[src/rtl/int_ctrl.sv]
// int_ctrl -- prioritised interrupt controller.
//
// Latches NR_CHAN device request lines and applies a CPU-programmable mask.
// Presents the lowest-numbered pending, enabled channel to the CPU.
// Returns one-cycle acknowledge pulses when the CPU writes the ACK register.
//
// Optional feature: define INT_CTRL_EDGE_EN to build the MODE register and
// per-channel rising-edge detection. Without it every channel is level
// sensitive, MODE reads 0 and MODE writes are ignored.
//
// Ports:
//   clk           system clock
//   rst           synchronous active-high reset
//   dev_req       device request lines, bit i = channel i
//   dev_ack       one-cycle acknowledge pulse per channel
//   cpu_int_req   registered, high while any enabled channel is pending
//   cpu_int_id    registered, lowest pending enabled channel (0 if none)
//   reg_sel       register access strobe (one cycle per access)
//   reg_is_write  1 = write, 0 = read
//   reg_addr      0 PENDING, 1 MASK, 2 ACK, 3 MODE
//   reg_data_in   write data, bits at and above NR_CHAN ignored
//   reg_data_out  read data, held until the next read
module int_ctrl #(
  parameter int NR_CHAN  = 4,
  parameter int ID_WIDTH = 4
) (
  input  logic                clk,
  input  logic                rst,
  input  logic [NR_CHAN-1:0]  dev_req,
  output logic [NR_CHAN-1:0]  dev_ack,
  output logic                cpu_int_req,
  output logic [ID_WIDTH-1:0] cpu_int_id,
  input  logic                reg_sel,
  input  logic                reg_is_write,
  input  logic [1:0]          reg_addr,
  input  logic [31:0]         reg_data_in,
  output logic [31:0]         reg_data_out
);

  localparam logic [1:0] ADDR_PENDING = 2'd0;
  localparam logic [1:0] ADDR_MASK    = 2'd1;
  localparam logic [1:0] ADDR_ACK     = 2'd2;
  localparam logic [1:0] ADDR_MODE    = 2'd3;

  logic                wr_en;
  logic                rd_en;
  logic [NR_CHAN-1:0]  wdata;
  logic [NR_CHAN-1:0]  ack_bits;
  logic                unused_wdata;

  logic [NR_CHAN-1:0]  req_q;
  logic [NR_CHAN-1:0]  ack_wait_q, ack_wait_d;
  logic [NR_CHAN-1:0]  mask_q, mask_d;
  logic [NR_CHAN-1:0]  dev_ack_q;
  logic                cpu_int_req_q, cpu_int_req_d;
  logic [ID_WIDTH-1:0] cpu_int_id_q, cpu_int_id_d;
  logic [31:0]         rdata_q, rdata_d;

  logic [NR_CHAN-1:0]  pending;
  logic [NR_CHAN-1:0]  active;
  logic [NR_CHAN-1:0]  mode_v;    // current per-channel mode, 1 = edge
  logic [NR_CHAN-1:0]  mode_chg;  // channels whose mode flips this cycle

  assign wr_en        = reg_sel & reg_is_write;
  assign rd_en        = reg_sel & ~reg_is_write;
  assign wdata        = reg_data_in[NR_CHAN-1:0];
  assign unused_wdata = ^reg_data_in[31:NR_CHAN];
  assign ack_bits     = (wr_en && reg_addr == ADDR_ACK) ? wdata : '0;
  assign mask_d       = (wr_en && reg_addr == ADDR_MASK) ? wdata : mask_q;

`ifdef INT_CTRL_EDGE_EN
  logic [NR_CHAN-1:0] req_qq;
  logic [NR_CHAN-1:0] mode_q, mode_d;
  logic [NR_CHAN-1:0] edge_pend_q, edge_pend_d;

  assign mode_d   = (wr_en && reg_addr == ADDR_MODE) ? wdata : mode_q;
  assign mode_chg = mode_d ^ mode_q;
  assign mode_v   = mode_q;
`else
  assign mode_chg = '0;
  assign mode_v   = '0;
`endif

  genvar gi;
  generate
    for (gi = 0; gi < NR_CHAN; gi++) begin : g_chan
`ifdef INT_CTRL_EDGE_EN
      // Rising edge is OR-ed in after the ACK clear so a simultaneous edge
      // is never lost; a mode change discards stale state.
      assign edge_pend_d[gi] = mode_chg[gi] ? 1'b0 :
          ((edge_pend_q[gi] & ~ack_bits[gi]) | (req_q[gi] & ~req_qq[gi]));
      assign pending[gi] = mode_q[gi] ? edge_pend_q[gi]
                                      : (req_q[gi] & ~ack_wait_q[gi]);
`else
      assign pending[gi] = req_q[gi] & ~ack_wait_q[gi];
`endif
      // ack_wait masks a level request until the device drops it; the clear
      // happens on the edge where req_q takes the 0.
      assign ack_wait_d[gi] = (mode_chg[gi] | mode_v[gi]) ? 1'b0 :
                              ack_bits[gi] ? 1'b1 :
                              (ack_wait_q[gi] & dev_req[gi]);
    end
  endgenerate

  // Fixed priority, channel 0 highest: scan downward so the lowest index wins.
  always_comb begin
    active        = pending & mask_q;
    cpu_int_req_d = |active;
    cpu_int_id_d  = '0;
    for (int i = NR_CHAN - 1; i >= 0; i--) begin
      if (active[i]) cpu_int_id_d = ID_WIDTH'(i);
    end
  end

  always_comb begin
    rdata_d = rdata_q;
    if (rd_en) begin
      rdata_d = '0;
      case (reg_addr)
        ADDR_PENDING: rdata_d[NR_CHAN-1:0] = pending;
        ADDR_MASK:    rdata_d[NR_CHAN-1:0] = mask_q;
        ADDR_MODE:    rdata_d[NR_CHAN-1:0] = mode_v;
        default:      rdata_d = '0;
      endcase
    end
  end

  always_ff @(posedge clk) begin
    if (rst) begin
      req_q         <= '0;
      ack_wait_q    <= '0;
      mask_q        <= '0;
      dev_ack_q     <= '0;
      cpu_int_req_q <= 1'b0;
      cpu_int_id_q  <= '0;
      rdata_q       <= '0;
    end else begin
      req_q         <= dev_req;
      ack_wait_q    <= ack_wait_d;
      mask_q        <= mask_d;
      dev_ack_q     <= ack_bits;
      cpu_int_req_q <= cpu_int_req_d;
      cpu_int_id_q  <= cpu_int_id_d;
      rdata_q       <= rdata_d;
    end
  end

`ifdef INT_CTRL_EDGE_EN
  always_ff @(posedge clk) begin
    if (rst) begin
      req_qq      <= '0;
      mode_q      <= '0;
      edge_pend_q <= '0;
    end else begin
      req_qq      <= req_q;
      mode_q      <= mode_d;
      edge_pend_q <= edge_pend_d;
    end
  end
`endif

  assign dev_ack      = dev_ack_q;
  assign cpu_int_req  = cpu_int_req_q;
  assign cpu_int_id   = cpu_int_id_q;
  assign reg_data_out = rdata_q;

endmodule

[config.mk]
export PLATFORM = sky130hd
export DESIGN_NAME = int_ctrl
export DESIGN_NICKNAME = d
export VERILOG_FILES = /design/src/rtl/int_ctrl.sv
export SDC_FILE = /design/constraint.sdc
export NUM_CORES = 1
export LEC_CHECK = 0
export CAP_MARGIN = 20
export CORE_MARGIN = 3
export CORE_UTILIZATION = 33
export DETAILED_ROUTE_END_ITERATION = 16
export PLACE_DENSITY = 0.79
export REMOVE_ABC_BUFFERS = 1
export SLEW_MARGIN = 5
export SYNTH_ARGS = -nofsm -noshare
export SYNTH_HDL_FRONTEND = slang
export SYNTH_SLANG_ARGS = --single-unit
[constraint.sdc]
create_clock -name clk -period 1.2 [get_ports clk]
set_clock_uncertainty 0.1 [all_clocks]
set_input_delay 0.24 -clock clk [delete_from_list [all_inputs] [get_ports clk]]
set_output_delay 0.24 -clock clk [all_outputs]
set_load 0.005 [all_outputs]
==> results of run 1 <==
cell usage in the layout, fill, tap and decap left out, types with 4 or more instances in the layout:
cell type and instances:
nand3b_1 4, dfxtp_2 10, a21oi_1 5, and2_1 4
buf_2 5, o32ai_1 4, conb_1 30, clkdlybuf4s50_1 9
dfxtp_1 13, nor2_1 5, mux2i_1 4, clkbuf_2 5
a22o_1 4, inv_1 4
sequential cells by signal, indices dropped and copies added, names as in the netlist:
name and flops:
mask_q 4, ack_wait_q 4, cpu_int_req 1, reg_data_out 4, cpu_int_id 2, dev_ack 4, req_q 4
cell type report:
class,count,area [sq um]
Tap cell,44,55.1
Clock inverter,1,5.00
Multi-Input combinational cell,78,479
Fill cell,323,1830
Clock buffer,3,22.5
Timing Repair Buffer,27,228
Sequential cell,23,473
Inverter,4,15.0
metal layers:
metal	track usage, %	up-vias	share of wire, %
li1	-	359	-
met5	0	-	0
met4	4.85	0	1.6
met3	2.67	3	9.2
met2	18.0	39	50
met1	10.6	343	39
timing repair:
| item | 4_1_cts | 5_1_grt |
|---|---|---|
| setup endpoints to repair | 15 | 15 |
| gates resized for setup | 38 | 14 |
| pin swaps | 1 | 0 |
logic make-up (layout without fill, tap and decap cells):
kind of cell | count (synthesis) | count (layout) | synth area share (%)
and+or+nand+nor | 30 | 30 | 20.1
AOI/OAI and AO/OA | 14 | 14 | 9.57
DFF | 23 | 23 | 42.4
other | 1 | 30 | 0.346
muxes | 4 | 4 | 3.69
buffers and inverters | 36 | 35 | 23.9
worst max-delay path by stage:
| stage | slack (ps) | from | cells past startpoint | to |
|---|---|---|---|---|
| 3_5_place_dp | -360 | reg_is_write | 4 | reg_data_out[0] |
| 6_report | 40 | dev_ack[3] | 1 | dev_ack[3] |
| 4_1_cts | 2 | dev_ack[0] | 1 | dev_ack[0] |
| 3_3_place_gp | -320 | reg_is_write | 4 | reg_data_out[2] |
| 2_1_floorplan | 270 | reg_addr[1] | 3 | mask_q[0] |
| 5_1_grt | 1 | dev_ack[3] | 1 | dev_ack[3] |
power groups by stage:
| stage | registers [uW] | logic [uW] | clock network [uW] |
|---|---|---|---|
| 6_report | 788 | 149 | 352 |
| 5_1_grt | 790 | 165 | 393 |
| 4_1_cts | 788 | 148 | 357 |
| 3_5_place_dp | 805 | 152 | 0 |
| 3_3_place_gp | 804 | 150 | 0 |
| 2_1_floorplan | 803 | 60.3 | 0 |
stage by stage:
step | hold WS (ps) | power [uW]
2_1_floorplan | 212 | 863
3_3_place_gp | 368 | 954
3_5_place_dp | 373 | 957
4_1_cts | 374 | 1290
5_1_grt | 356 | 1350
6_report | 309 | 1290
==> metrics.log, run 1 <==
INFO  metric crit_path_start_kind = flop
INFO  metric synthDominantCellAreaShare = 42.4%
INFO  metric synth_seq_area_share = approximately 42%
INFO  metric critical_path.top_delay_family = flip-flops
INFO  metric first_pass_grt_wire_length = between 3000 and 4000 microns
INFO  metric layout-drive-gt1-share = a little under a quarter
INFO  metric r2r.worst_path.cells = 3
INFO  metric share_clk_of_total_power = 27.3%
INFO  metric cts.clk_slew.worst_paths = 130 ps
INFO  metric drt-wirelength-per-cell = 10.7 microns
INFO  metric sequentialPowerShare = 61.2%
INFO  metric antennaDiodeCount = 0
INFO  metric synth.most_common_cell = buf_4
INFO  metric finalWeightedCongestion = 0.796
INFO  metric slowest_cp_cell = dfxtp_1
INFO  metric switching_share = roughly a quarter
INFO  metric finalCriticalPeriod = 1160 ps
INFO  metric dieArea = 0.00401 sq mm
INFO  metric timing.critical_path.required = 860 ps
INFO  metric min-delay-start = reg_addr[0]
INFO  metric grt_use_total = 9.98%
INFO  metric dpl_worst_slack = -356 ps
INFO  metric crit-reg2reg-launch = ack_wait_q[0]
INFO  metric post-cts-setup-buffers = 0
INFO  metric ir_worst_vdd = 0.271 mV
INFO  metric final_non_filler_cell_area = 0.00128 sq mm
INFO  metric first_iter_violations = 30
INFO  metric worstHoldPathType = primary input to flop
INFO  metric p_leak = 0.000610 uW
INFO  metric synth_ff_type = dfxtp_1
INFO  metric worstSkewPairLatency = roughly 320 ps
INFO  metric hold-path-endpoint = reg_data_out[3]
INFO  metric cts.root.buffer_cell = clkbuf_4
INFO  metric drt.antenna.violating_nets = 0
INFO  metric core = between 0.003 and 0.004 sq mm
INFO  metric synthTopCellsByCount = buf_4 (31), dfxtp_1 (23), a21oi_1 (5), nor2_1 (5)
INFO  metric antenna_violations_before_repair = 0
INFO  metric start_util = 35.0%
INFO  metric critPathMaxFanout = 1
INFO  metric largest_incremental_delay_on_the_critical_path = ~320 ps
INFO  metric cts_buffers = 3
INFO  metric drt_drc_violations_left = 0
INFO  metric pin_count_of_the_biggest_net_entering_global_routing = 16
INFO  metric power-per-cell-area = 1010 mW/mm^2
INFO  metric bufs_and_invs_on_worst_path = 1
INFO  metric rrSetupSlack = ~170 ps
INFO  metric place_area = 0.00128 sq mm
INFO  metric finalHoldViolations = 0
INFO  metric slew_violations = 0
INFO  metric area_growth = 17.8%
INFO  metric detailedPlacementHpwl = 1560 microns
INFO  metric cts_htree_levels = 1
INFO  metric synth.largest_area_cell = dfxtp_1
INFO  metric hold_depth = 4
INFO  metric timing.final.ws_setup = 44.4 ps
INFO  metric totalWireLength = between 1500 and 2000 microns
INFO  metric die_y = about 63 microns
INFO  metric synth-seq-cells = 23
INFO  metric internal_power_consumption = 978 uW
INFO  metric place_inst = 176
INFO  metric postSynthCellCount = 108
INFO  metric fmax = approximately 0.87 GHz
INFO  metric drt_via_density = between 4 and 5
INFO  metric synth_edf_count = 0
INFO  metric timing.final.setup_violations = 0
INFO  metric async_set_reset_flop_share_out_of_synthesis = 0%
INFO  metric dieWidth = 63.3 microns
INFO  metric finish.net_count = approximately 180
INFO  metric hold_buffers = 0
INFO  metric regToRegEndpoint = cpu_int_id[1]
INFO  metric count_of_input_and_output_buffers = 24
INFO  metric design.portCount = 83
INFO  metric postLayoutCoreUtil = 41.2%
INFO  metric grt_remaining_overflow = 0
INFO  metric ys_top_cells_by_area = dfxtp_1 (42%), buf_4 (21%), mux2i_1 (3.7%)
INFO  metric combinationalPowerShare = a little under an eighth
INFO  metric fp-row-count = 20
INFO  metric max_cap_violation_count = 0
INFO  metric net_switching_power = 310 uW
INFO  metric layout.cells.non_filler = 180
INFO  metric setup_repair_after_global_routing_missed_its_margin = false
INFO  metric clock-sinks = 23
INFO  metric synth-warning-count = 0
INFO  metric cp.arrival = between 800 and 900 ps
INFO  metric route.vias.total = between 700 and 800
INFO  metric syn-cell-area = 0.00108 sq mm
INFO  metric final.setup.tns = 0 ps
INFO  metric critPathKind = flop to primary output
INFO  metric tritoncts = built
INFO  metric cts.path.max_buffers = 2
INFO  metric drt_first_pass_iters = 4
INFO  metric min_period_over_period = 96.3%
INFO  metric critical_path.cell_chain = clkdlybuf4s15_1
INFO  metric post_synth.cell_area_avg = 10.0 sq um
INFO  metric number_of_global_route_vias_before_repair = 749
INFO  metric synth.lib_cells_used.distinct = 23
INFO  metric result_of_the_run = completed
INFO  metric critical_path.endpoint_type = primary output
No activity file was read; power rests on OpenSTA's default activity.
==> run 2, diff against run 1 <==
CORE_UTILIZATION = 34   (was 33)
CTS_BUF_LIST = sky130_fd_sc_hd__clkbuf_2   (was not set)
PLACE_DENSITY = 0.81   (was 0.79)
SETUP_SLACK_MARGIN = 0.15   (was not set)
clock period = 1.3 ns   (was 1.2 ns; I/O delays follow)
==> run 2 against run 1 <==
Net effect: critical path depth stayed put; non-clock buffer count up 4; flip-flop and latch count is the same; largest cell class unchanged; die area fell by 2.7%; global-route usage decreased by 0.76 points; highest routed layer unchanged; utilization rose by 4.0 points; clock power fell by 20%; clock-buffer cell count unchanged; largest power group unchanged; worst setup slack better by 81 ps; worst hold slack improved by 5.3 ps; sequential share of layout area fell by 1.3 points; register-to-register slack improved by 90 ps.
==> metrics.log, run 2 (synthesis gave the netlist of run 1 again) <==
INFO  metric result_of_the_run = completed
INFO  metric route.vias.total = 734
INFO  metric tritoncts = built
INFO  metric min_period_over_period = about nine tenths
INFO  metric finish.net_count = between 150 and 200
INFO  metric power-per-cell-area = 880 mW/mm^2
INFO  metric bufs_and_invs_on_worst_path = 1
INFO  metric design.portCount = 83
INFO  metric cts_buffers = 3
INFO  metric layout.filler_cells = 292
INFO  metric setup_repair_after_global_routing_missed_its_margin = true
INFO  metric cts.path.max_buffers = 2
INFO  metric grt_remaining_overflow = 0
INFO  metric antenna_violations_before_repair = 0
INFO  metric critPathMaxFanout = 2
INFO  metric r2r.worst_path.cells = 3
INFO  metric largest_incremental_delay_on_the_critical_path = about 380 ps
INFO  metric hold_buffers = 0
INFO  metric critical_path.cell_chain = buf_6
INFO  metric cts.clk_slew.worst_paths = 220 ps
INFO  metric fp-row-count = 19
INFO  metric dpl_worst_slack = -256 ps
INFO  metric hold_depth = 4
INFO  metric slew_violations = 0
INFO  metric dieArea = 0.00390 sq mm
INFO  metric drt.antenna.violating_nets = 0
INFO  metric die_y = 62.5 microns
INFO  metric crit_path_start_kind = flop
INFO  metric place_area = 0.00129 sq mm
INFO  metric hold-path-endpoint = mask_q[0]
INFO  metric pin_count_of_the_biggest_net_entering_global_routing = 14
INFO  metric drt_via_density = slightly above 4
INFO  metric timing.final.ws_setup = around 120 ps
INFO  metric worstHoldPathType = primary input to flop
INFO  metric crit-reg2reg-launch = ack_wait_q[0]
INFO  metric count_of_input_and_output_buffers = 24
INFO  metric layout.cells.non_filler = between 150 and 200
INFO  metric first_pass_grt_wire_length = 2880 microns
INFO  metric critPathKind = flop to primary output
INFO  metric antennaDiodeCount = 0
INFO  metric clock-sinks = 23
INFO  metric multiInputGateArea = between 400 and 500 sq um
INFO  metric fmax = 0.851 GHz
INFO  metric ir_worst_vdd = between 0.2 and 0.3 mV
INFO  metric layout.cells.most_common_list = conb_1 (30), dfxtp_1 (17), clkdlybuf4s50_1 (9)
INFO  metric slowest_cp_cell = dfxtp_2
INFO  metric totalWireLength = 1950 microns
INFO  metric cts.root.buffer_cell = clkbuf_2
INFO  metric p_leak = around 0.00063 uW
INFO  metric core = approximately 0.0029 sq mm
INFO  metric drt-wirelength-per-cell = 10.7 microns
INFO  metric finalCriticalPeriod = approximately 1200 ps
INFO  metric min-delay-start = reg_addr[0]
INFO  metric timing.critical_path.required = 940 ps
INFO  metric dieWidth = ~62 microns
INFO  metric number_of_global_route_vias_before_repair = 697
INFO  metric cts_htree_levels = 1
INFO  metric finalWeightedCongestion = 0.761
INFO  metric regToRegEndpoint = cpu_int_id[1]
INFO  metric worstSkewPairLatency = about 330 ps
INFO  metric drt_drc_violations_left = 0
INFO  metric drt_first_pass_iters = 4
INFO  metric final_non_filler_cell_area = 0.00131 sq mm
INFO  metric first_iter_violations = 9
INFO  metric critical_path.top_delay_family = flip-flops
INFO  metric area_growth = 20.9%
INFO  metric mostFrequentLayoutCell = conb_1
INFO  metric layout-drive-gt1-share = 23.6%
INFO  metric place_inst = 177
INFO  metric detailedPlacementHpwl = 1510 microns
INFO  metric timing.final.setup_violations = 0
INFO  metric start_util = 37.4%
INFO  metric critical_path.endpoint_type = primary output
INFO  metric max_cap_violation_count = 0
INFO  metric cp.arrival = roughly 800 ps
INFO  metric grt_use_total = a little under a tenth
INFO  metric layout.area.seq = 468 sq um
INFO  metric finalHoldViolations = 0
INFO  metric rrSetupSlack = 260 ps
-- run 2: final cells by class --
type	count	area share (%)
Clock buffer	3	1.15
Multi-Input combinational cell	78	37.4
Inverter	4	1.15
Timing Repair Buffer	31	20.2
Clock inverter	1	0.382
Tap cell	42	4.01
Sequential cell	23	35.7
-- run 2: worst max path at each step --
stage,from,to,slack (ps),cells after the start
global route,reg_data_out[2],reg_data_out[2],80,1
detailed placement,reg_is_write,ack_wait_q[2],-260,5
finish,reg_data_out[2],reg_data_out[2],120,1
floorplan,reg_addr[1],mask_q[0],350,3
global placement,reg_sel,mask_q[1],-230,4
CTS,reg_data_out[1],reg_data_out[1],110,1
-- run 2: metal layers --
metal / wire, microns / vias to the layer above / track usage, % / share of wire (%)
li1: - / 369 / - / -
met1: 757 / 319 / 9.63 / 39
met2: 934 / 42 / 15.4 / 48
met3: 215 / 4 / 2.52 / 11
met4: 45 / 0 / 7.44 / 2.3
met5: 0 / - / 0 / 0
-- run 2: power breakdown --
part | internal [uW] | total [uW] | switching (uW) | leakage [uW]
Sequential | 721 | 729 | 7.69 | 0.000190
Combinational | 72.8 | 144 | 71.2 | 0.000423
Clock | 69.7 | 281 | 211 | 0.0000164
Total | 864 | 1150 | 290 | 0.000629
-- run 2: metrics by stage --
step / setup TNS, ps / util (%) / hold slack, ps / power (uW)
5_1_grt: 0 / 45.2 / 341 / 1200
3_5_place_dp: -3990 / 44.4 / 372 / 884
6_report: 0 / 45.2 / 315 / 1150
2_1_floorplan: 0 / - / 232 / 797
4_1_cts: 0 / 43.8 / 361 / 1160
3_3_place_gp: -3510 / 44.4 / 372 / 880
-- run 2: what timing repair did --
action                     in CTS  in global routing
setup endpoints to repair      24                 20
setup buffers                   1                  0
gates resized for setup        53                  8
pin swaps                       2                  0
